`config.mk`:
```
export PLATFORM = sky130hd
export DESIGN_NAME = seg_scan_driver_flat
export DESIGN_NICKNAME = d
export VERILOG_FILES = /design/src/rtl/seg_pkg.sv /design/src/rtl/seg_scan_driver_if.sv /design/src/rtl/seg_bcd_decode.sv /design/src/rtl/seg_scan_driver.sv /design/src/flat_wrapper.sv
export SDC_FILE = /design/constraint.sdc
export NUM_CORES = 1
export LEC_CHECK = 0
export BUFFER_PORTS_ARGS = -buffer_cell sky130_fd_sc_hd__buf_2
export CAP_MARGIN = 30
export CORE_MARGIN = 3
export CORE_UTILIZATION = 45
export DETAILED_ROUTE_END_ITERATION = 10
export PLACE_DENSITY_LB_ADDON = 0.3
export SETUP_SLACK_MARGIN = 0.02
export SYNTH_ARGS = -nofsm -noshare
export SYNTH_HDL_FRONTEND = slang
export SYNTH_SLANG_ARGS = --single-unit
```
`constraint.sdc`:
```
create_clock -name clk -period 2.89 [get_ports clk]
set_input_delay 0.578 -clock clk [delete_from_list [all_inputs] [get_ports clk]]
set_output_delay 0.578 -clock clk [all_outputs]
set_load 0.05 [all_outputs]
```
`src/rtl/seg_pkg.sv`:
```
// Shared segment definitions for the multiplexed 7-segment scan driver.
// All codes are active-high; bit 6 = g ... bit 0 = a.
package seg_pkg;

  typedef logic [6:0] seg_t;

  // Bit order of seg_t, most significant first.
  typedef struct packed {
    logic g;
    logic f;
    logic e;
    logic d;
    logic c;
    logic b;
    logic a;
  } seg_bits_t;

  localparam seg_t SEG_CODE_0 = 7'h3F;
  localparam seg_t SEG_CODE_1 = 7'h06;
  localparam seg_t SEG_CODE_2 = 7'h5B;
  localparam seg_t SEG_CODE_3 = 7'h4F;
  localparam seg_t SEG_CODE_4 = 7'h66;
  localparam seg_t SEG_CODE_5 = 7'h6D;
  localparam seg_t SEG_CODE_6 = 7'h7D;
  localparam seg_t SEG_CODE_7 = 7'h07;
  localparam seg_t SEG_CODE_8 = 7'h7F;
  localparam seg_t SEG_CODE_9 = 7'h6F;
  localparam seg_t SEG_DASH   = 7'h40;

endpackage

```
`src/rtl/seg_scan_driver_if.sv`:
```
// Host-side bundle of the scan driver: display content in, pins and frame pulse out.
interface seg_scan_driver_if
  import seg_pkg::*;
#(
  parameter int NUM_DIGITS = 6
);

  logic                    enable;
  logic [4*NUM_DIGITS-1:0] digits_bcd;
  logic [NUM_DIGITS-1:0]   dp_mask;
  logic [NUM_DIGITS-1:0]   blink_mask;
  logic                    blank_lz;
  seg_t                    seg;
  logic                    dp;
  logic [NUM_DIGITS-1:0]   an;
  logic                    frame_done;

  modport master (
    output enable, digits_bcd, dp_mask, blink_mask, blank_lz,
    input  seg, dp, an, frame_done
  );

  modport slave (
    input  enable, digits_bcd, dp_mask, blink_mask, blank_lz,
    output seg, dp, an, frame_done
  );

endinterface

```
`src/rtl/seg_bcd_decode.sv`:
```
// Nibble to active-high segment pattern; non-BCD nibbles show a dash.
module seg_bcd_decode
  import seg_pkg::*;
(
  input  logic [3:0] i_nibble,
  output seg_t       o_seg
);

  always_comb begin
    o_seg = SEG_DASH;
    case (i_nibble)
      4'd0:    o_seg = SEG_CODE_0;
      4'd1:    o_seg = SEG_CODE_1;
      4'd2:    o_seg = SEG_CODE_2;
      4'd3:    o_seg = SEG_CODE_3;
      4'd4:    o_seg = SEG_CODE_4;
      4'd5:    o_seg = SEG_CODE_5;
      4'd6:    o_seg = SEG_CODE_6;
      4'd7:    o_seg = SEG_CODE_7;
      4'd8:    o_seg = SEG_CODE_8;
      4'd9:    o_seg = SEG_CODE_9;
      default: o_seg = SEG_DASH;
    endcase
  end

endmodule

```
`src/rtl/seg_scan_driver.sv`:
```
// Time-multiplexed 7-segment driver: per-digit slots with dead time, frame snapshot,
// leading-zero blanking, per-digit blink and registered pin outputs.
module seg_scan_driver
  import seg_pkg::*;
#(
  parameter int NUM_DIGITS     = 6,
  parameter int REFRESH_DIV    = 100000,
  parameter int DEAD_CYCLES    = 2,
  parameter int BLINK_DIV      = 25000000,
  parameter int SEG_ACTIVE_LOW = 1,
  parameter int AN_ACTIVE_LOW  = 1
) (
  input logic         clk,
  input logic         reset,
  seg_scan_driver_if.slave bus
);

  localparam int SLOT_W  = (REFRESH_DIV > 1) ? $clog2(REFRESH_DIV) : 1;
  localparam int BLINK_W = (BLINK_DIV > 1) ? $clog2(BLINK_DIV) : 1;
  localparam int IDX_W   = (NUM_DIGITS > 1) ? $clog2(NUM_DIGITS) : 1;

  localparam logic [SLOT_W-1:0]  SLOT_LAST  = SLOT_W'(REFRESH_DIV - 1);
  localparam logic [SLOT_W-1:0]  SLOT_DEAD  = SLOT_W'(DEAD_CYCLES);
  localparam logic [BLINK_W-1:0] BLINK_LAST = BLINK_W'(BLINK_DIV - 1);
  localparam logic [IDX_W-1:0]   IDX_LAST   = IDX_W'(NUM_DIGITS - 1);
  localparam logic               SEG_INV    = (SEG_ACTIVE_LOW != 0);
  localparam logic               AN_INV     = (AN_ACTIVE_LOW != 0);

  logic [SLOT_W-1:0]       r_slot_cnt;
  logic [IDX_W-1:0]        r_digit_idx;
  logic [BLINK_W-1:0]      r_blink_cnt;
  logic                    r_blink_phase;
  logic [4*NUM_DIGITS-1:0] r_snap_bcd;
  logic [NUM_DIGITS-1:0]   r_snap_dp;
  logic [NUM_DIGITS-1:0]   r_snap_blink;
  logic                    r_snap_lz;
  logic                    r_frame_done;
  seg_t                    r_seg;
  logic                    r_dp;
  logic [NUM_DIGITS-1:0]   r_an;

  logic                    w_slot_term;
  logic                    w_frame_wrap;
  logic                    w_blink_term;
  logic                    w_dead;
  logic [NUM_DIGITS-1:0]   w_lz_blank;
  logic                    w_lz_run;
  logic [3:0]              w_cur_nib;
  logic                    w_cur_dp;
  logic                    w_cur_blink;
  logic                    w_cur_lz;
  logic [NUM_DIGITS-1:0]   w_an_ah;
  seg_t                    w_cur_seg;
  logic                    w_digit_dark;
  seg_t                    w_seg_ah;
  logic                    w_dp_ah;

  assign w_slot_term  = (r_slot_cnt == SLOT_LAST);
  assign w_frame_wrap = w_slot_term && (r_digit_idx == IDX_LAST);
  assign w_blink_term = (r_blink_cnt == BLINK_LAST);
  assign w_dead       = (r_slot_cnt < SLOT_DEAD);

  always_ff @(posedge clk) begin
    if (reset) begin
      r_slot_cnt    <= '0;
      r_digit_idx   <= '0;
      r_blink_cnt   <= '0;
      r_blink_phase <= 1'b0;
      r_snap_bcd    <= '0;
      r_snap_dp     <= '0;
      r_snap_blink  <= '0;
      r_snap_lz     <= 1'b0;
      r_frame_done  <= 1'b0;
    end else begin
      r_slot_cnt   <= w_slot_term ? '0 : r_slot_cnt + 1'b1;
      r_blink_cnt  <= w_blink_term ? '0 : r_blink_cnt + 1'b1;
      r_frame_done <= w_frame_wrap;
      if (w_slot_term) begin
        r_digit_idx <= (r_digit_idx == IDX_LAST) ? '0 : r_digit_idx + 1'b1;
      end
      if (w_blink_term) begin
        r_blink_phase <= ~r_blink_phase;
      end
      // Content is frozen per frame so a digit never changes mid-scan.
      if (w_frame_wrap) begin
        r_snap_bcd   <= bus.digits_bcd;
        r_snap_dp    <= bus.dp_mask;
        r_snap_blink <= bus.blink_mask;
        r_snap_lz    <= bus.blank_lz;
      end
    end
  end

  // Walk down from the most significant digit; the first nonzero (or dash) digit ends blanking.
  always_comb begin
    w_lz_blank = '0;
    w_lz_run   = r_snap_lz;
    for (int k = NUM_DIGITS - 1; k >= 1; k--) begin
      if (w_lz_run && (r_snap_bcd[4*k +: 4] == 4'd0)) begin
        w_lz_blank[k] = 1'b1;
      end else begin
        w_lz_run = 1'b0;
      end
    end
  end

  always_comb begin
    w_cur_nib   = '0;
    w_cur_dp    = 1'b0;
    w_cur_blink = 1'b0;
    w_cur_lz    = 1'b0;
    w_an_ah     = '0;
    for (int k = 0; k < NUM_DIGITS; k++) begin
      if (r_digit_idx == IDX_W'(k)) begin
        w_cur_nib   = r_snap_bcd[4*k +: 4];
        w_cur_dp    = r_snap_dp[k];
        w_cur_blink = r_snap_blink[k];
        w_cur_lz    = w_lz_blank[k];
        w_an_ah[k]  = 1'b1;
      end
    end
  end

  seg_bcd_decode u_decode (
    .i_nibble (w_cur_nib),
    .o_seg    (w_cur_seg)
  );

  assign w_digit_dark = w_cur_lz | (w_cur_blink & r_blink_phase);
  assign w_seg_ah     = w_digit_dark ? '0 : w_cur_seg;
  assign w_dp_ah      = ~w_digit_dark & w_cur_dp;

  always_ff @(posedge clk) begin
    if (reset || !bus.enable) begin
      r_an  <= {NUM_DIGITS{AN_INV}};
      r_seg <= {7{SEG_INV}};
      r_dp  <= SEG_INV;
    end else begin
      r_an  <= (w_dead ? '0 : w_an_ah) ^ {NUM_DIGITS{AN_INV}};
      r_seg <= w_seg_ah ^ {7{SEG_INV}};
      r_dp  <= w_dp_ah ^ SEG_INV;
    end
  end

  assign bus.an         = r_an;
  assign bus.seg        = r_seg;
  assign bus.dp         = r_dp;
  assign bus.frame_done = r_frame_done;

endmodule

```
`src/flat_wrapper.sv`:
```
// flat-port wrapper written by rule: the top's interface ports become plain ports
module seg_scan_driver_flat import seg_pkg::*;
#(
  parameter int NUM_DIGITS     = 6,
  parameter int REFRESH_DIV    = 100000,
  parameter int DEAD_CYCLES    = 2,
  parameter int BLINK_DIV      = 25000000,
  parameter int SEG_ACTIVE_LOW = 1,
  parameter int AN_ACTIVE_LOW  = 1
)
  (clk, reset, bus_enable, bus_digits_bcd, bus_dp_mask, bus_blink_mask, bus_blank_lz, bus_seg, bus_dp, bus_an, bus_frame_done);
  seg_scan_driver_if #(.NUM_DIGITS(NUM_DIGITS)) bus_i ();
  input logic clk;
  input logic reset;
  input wire logic [$bits(bus_i.enable)-1:0] bus_enable;
  input wire logic [$bits(bus_i.digits_bcd)-1:0] bus_digits_bcd;
  input wire logic [$bits(bus_i.dp_mask)-1:0] bus_dp_mask;
  input wire logic [$bits(bus_i.blink_mask)-1:0] bus_blink_mask;
  input wire logic [$bits(bus_i.blank_lz)-1:0] bus_blank_lz;
  output wire logic [$bits(bus_i.seg)-1:0] bus_seg;
  output wire logic [$bits(bus_i.dp)-1:0] bus_dp;
  output wire logic [$bits(bus_i.an)-1:0] bus_an;
  output wire logic [$bits(bus_i.frame_done)-1:0] bus_frame_done;
  assign bus_i.enable = bus_enable;
  assign bus_i.digits_bcd = bus_digits_bcd;
  assign bus_i.dp_mask = bus_dp_mask;
  assign bus_i.blink_mask = bus_blink_mask;
  assign bus_i.blank_lz = bus_blank_lz;
  assign bus_seg = bus_i.seg;
  assign bus_dp = bus_i.dp;
  assign bus_an = bus_i.an;
  assign bus_frame_done = bus_i.frame_done;
  seg_scan_driver #(.NUM_DIGITS(NUM_DIGITS), .REFRESH_DIV(REFRESH_DIV), .DEAD_CYCLES(DEAD_CYCLES), .BLINK_DIV(BLINK_DIV), .SEG_ACTIVE_LOW(SEG_ACTIVE_LOW), .AN_ACTIVE_LOW(AN_ACTIVE_LOW)) u_core (.clk(clk), .reset(reset), .bus(bus_i));
endmodule
```
==> impl_metrics.toml <==
[placement]
hpwlAfterDp_um = 6628
placed_area_sq_um = 4751
port_buffers = 54
place.gp.congestion = 0.8592

[power_and_ir_drop]
power_density_nw_per_um2 = 461.0
power.total_w = 0.002273
leakage_nw = 1.813
ir_worst_vdd_mv = 0.2275

[grt]
antenna_found_initial = 0
grt_pass1_wl_um = 15150
grt_max_degree = 40
grt_use_total_pct = 16.78
gr-total-overflow = 0
grt_pass1_vias = 3237

[logic_synthesis]
synth_cells = 487
synth_edf_count = 0
synth_nets = 535
ys_seq_area_share_pct = 44.93
synth_seq_cells = 98
synth_top_area_share_pct = 44.93
ys.flop_type = "dfxtp_1"
synth_area_per_cell_sq_um = 8.967
synth_area_leaders = "dfxtp_1 (45%), mux2i_1 (11%), nor2_1 (9.6%), xor2_1 (4.8%), xnor2_1 (3.2%)"
synth_cell_types = 44
async_reset_ff_share_pct = 0
yosys_warnings = 0
syn-cell-area_sq_um = 4367
synth_top_cell_by_area = "dfxtp_1"

[clocking]
clockBufferDepth = 2
postCtsSetupRepairBufs = 0
ctsRootBufferMaster = "clkbuf_8"
cts_inserted_buffers = 9
postCtsHoldBufs = 0
clock-sinks = 98
post_cts_resized = 0
htree_levels = 3
clk_latency_ns = 0.36
clk_pin_slew_ns = 0.09
cts_tree = "built"

[sta]
final_max_slew_viol_count = 0
max-slew-margin-rel_pct = 56.68
hold_viol_final = 0
holdWs_ns = 0.4516
tightest_slew_ns = 0.6438
setup_viol = 0
fin_worst_skew_ns = 0.007644
period_needed_ns = 2.430
fin_crit_sh_pct = 84.07
rsz0062_at_grt = "no"
setup-tns-final_ns = 0
max_freq_mhz = 411.6

[setup_path]
startpoint_type = "flop"
crit_chain = "and2_1, ha_1, inv_1, o211a_1, a211oi_4, nand3_1, a211oi_1, a21bo_1"
worstPathMaxFanout = 13
cp.required_ns = 3.15
critPathSlowestCell = "a211oi_4"
cp.arrival_ns = 2.69
critical_path_buf_inv_count = 1
max_stage_delay_ns = 0.46
endpoint_kind = "flop"
critPathKind = "reg2reg"
cpLargestDelayFamily = "compound AO/OA/AOI/OAI gates"

[final_layout]
syn_to_final_growth_pct = 12.92
final_core_util_pct = 52.86
final_nets = 587
fill_cells = 863
stdcell_area_sq_um = 4931
layout_common_cells = "nor2_1 (112), dfxtp_1 (98), buf_2 (54)"
antenna_cells = 0
layout-drive-gt1-share_pct = 15.47
final_common_cell = "nor2_1"

[floorplanning]
row_count = 35
io-pin-count = 55
core_sq_um = 9328
die_h_um = 104.5
die_w_um = 104.5
die_area_sq_um = 10920
start_util_pct = 46.81

[drt]
postRouteAntennaNets = 0
drtPass1Iterations = 4
drc = 0
drt_wl_total_um = 8920
drtIter0Drc = 107
vias = 3376
avgRoutedWirePerCell_um = 13.27
viasPerCell = 5.024

[outcome]
status = "complete, no violations"

[hold_path]
hold_class = "in2reg"

[flow_run]
maxCapViolCount = 0
==> metal layers <==
metal | track usage (%) | vias to the layer above | wire, um
met1 | 22.73 | 1541 | 4415
met2 | 26.34 | 70 | 3934
met5 | 0 | - | 0
met4 | 5.508 | 0 | 137
li1 | - | 1753 | -
met3 | 3.973 | 12 | 432
==> tightest hold or removal path: stages <==
cell	delay, ns
buf_2	0.07
mux2i_1	0.05
nor2_1	0.07
==> sequential cells by signal (all words and copies together) (netlist names) <==
register	flops
u_core.r_snap_blink	6
u_core.bus.seg	7
u_core.bus.an	6
u_core.r_snap_dp	6
u_core.r_digit_idx	3
u_core.r_snap_bcd	24
u_core.r_blink_cnt	25
u_core.r_snap_lz	1
u_core.bus.dp	1
u_core.r_slot_cnt	17
u_core.bus.frame_done	1
u_core.r_blink_phase	1
==> report_power, final <==
part           total [W]  internal (W)  switching, W
Combinational  0.0000991     0.0000368     0.0000624
Sequential       0.00137       0.00136    0.00000855
Clock           0.000804      0.000359      0.000445
Total            0.00227       0.00176      0.000516
==> layout make-up <==
type	count	area, sq um	area share (%)
Multi-Input combinational cell	357	2240	45.42
Sequential cell	98	1962	39.79
Timing Repair Buffer	63	350.3	7.105
Tap cell	129	161.4	3.273
Clock buffer	12	155.1	3.146
Inverter	10	37.54	0.7612
Clock inverter	3	25.02	0.5075
==> stage by stage <==
stage               instances  setup WS [ns]
finish                    672         0.4603
global route              672         0.2737
CTS                       672         0.4663
detailed placement        657         0.4863
global placement          657         0.5543
floorplan                 487         0.1364
==> final timing paths <==
check | from | to | slack [ns] | depth (start not counted)
min | bus_digits_bcd[20] | u_core.r_snap_bcd[20]$_SDFFE_PP0P_ | 0.45 | 3
max | u_core.r_digit_idx[1]$_SDFFE_PP0P_ | u_core.bus.seg[4]$_SDFF_PP1_ | 0.46 | 8
max reg2reg | u_core.r_digit_idx[1]$_SDFFE_PP0P_ | u_core.bus.seg[4]$_SDFF_PP1_ | 0.46 | 8
min reg2reg | u_core.r_blink_cnt[0]$_SDFF_PP0_ | u_core.r_blink_cnt[0]$_SDFF_PP0_ | 0.47 | 1
==> synthesized netlist by cell type (all sizes together) (6+ instances only) <==
master  number
mux2i       47
dfxtp       98
nand2       27
inv         10
nand3       20
nand4        9
xor2        24
and3         8
buf         17
xnor2       16
a21oi        6
nor2       112
o21ai       18
nor3         9
ha           8
nor4         9
==> kinds of logic (layout without fill, tap and decap cells) <==
kind of cell | Yosys count | count (layout) | share of synthesized area, %
compound gates | 40 | 40 | 6.190
fa+ha+maj | 8 | 8 | 2.292
simple gates | 221 | 221 | 23.55
flops | 98 | 98 | 44.93
xor+xnor | 40 | 40 | 8.023
buf+inv | 32 | 88 | 3.983
mux | 48 | 48 | 11.03
(Power assumes the default switching activity.)
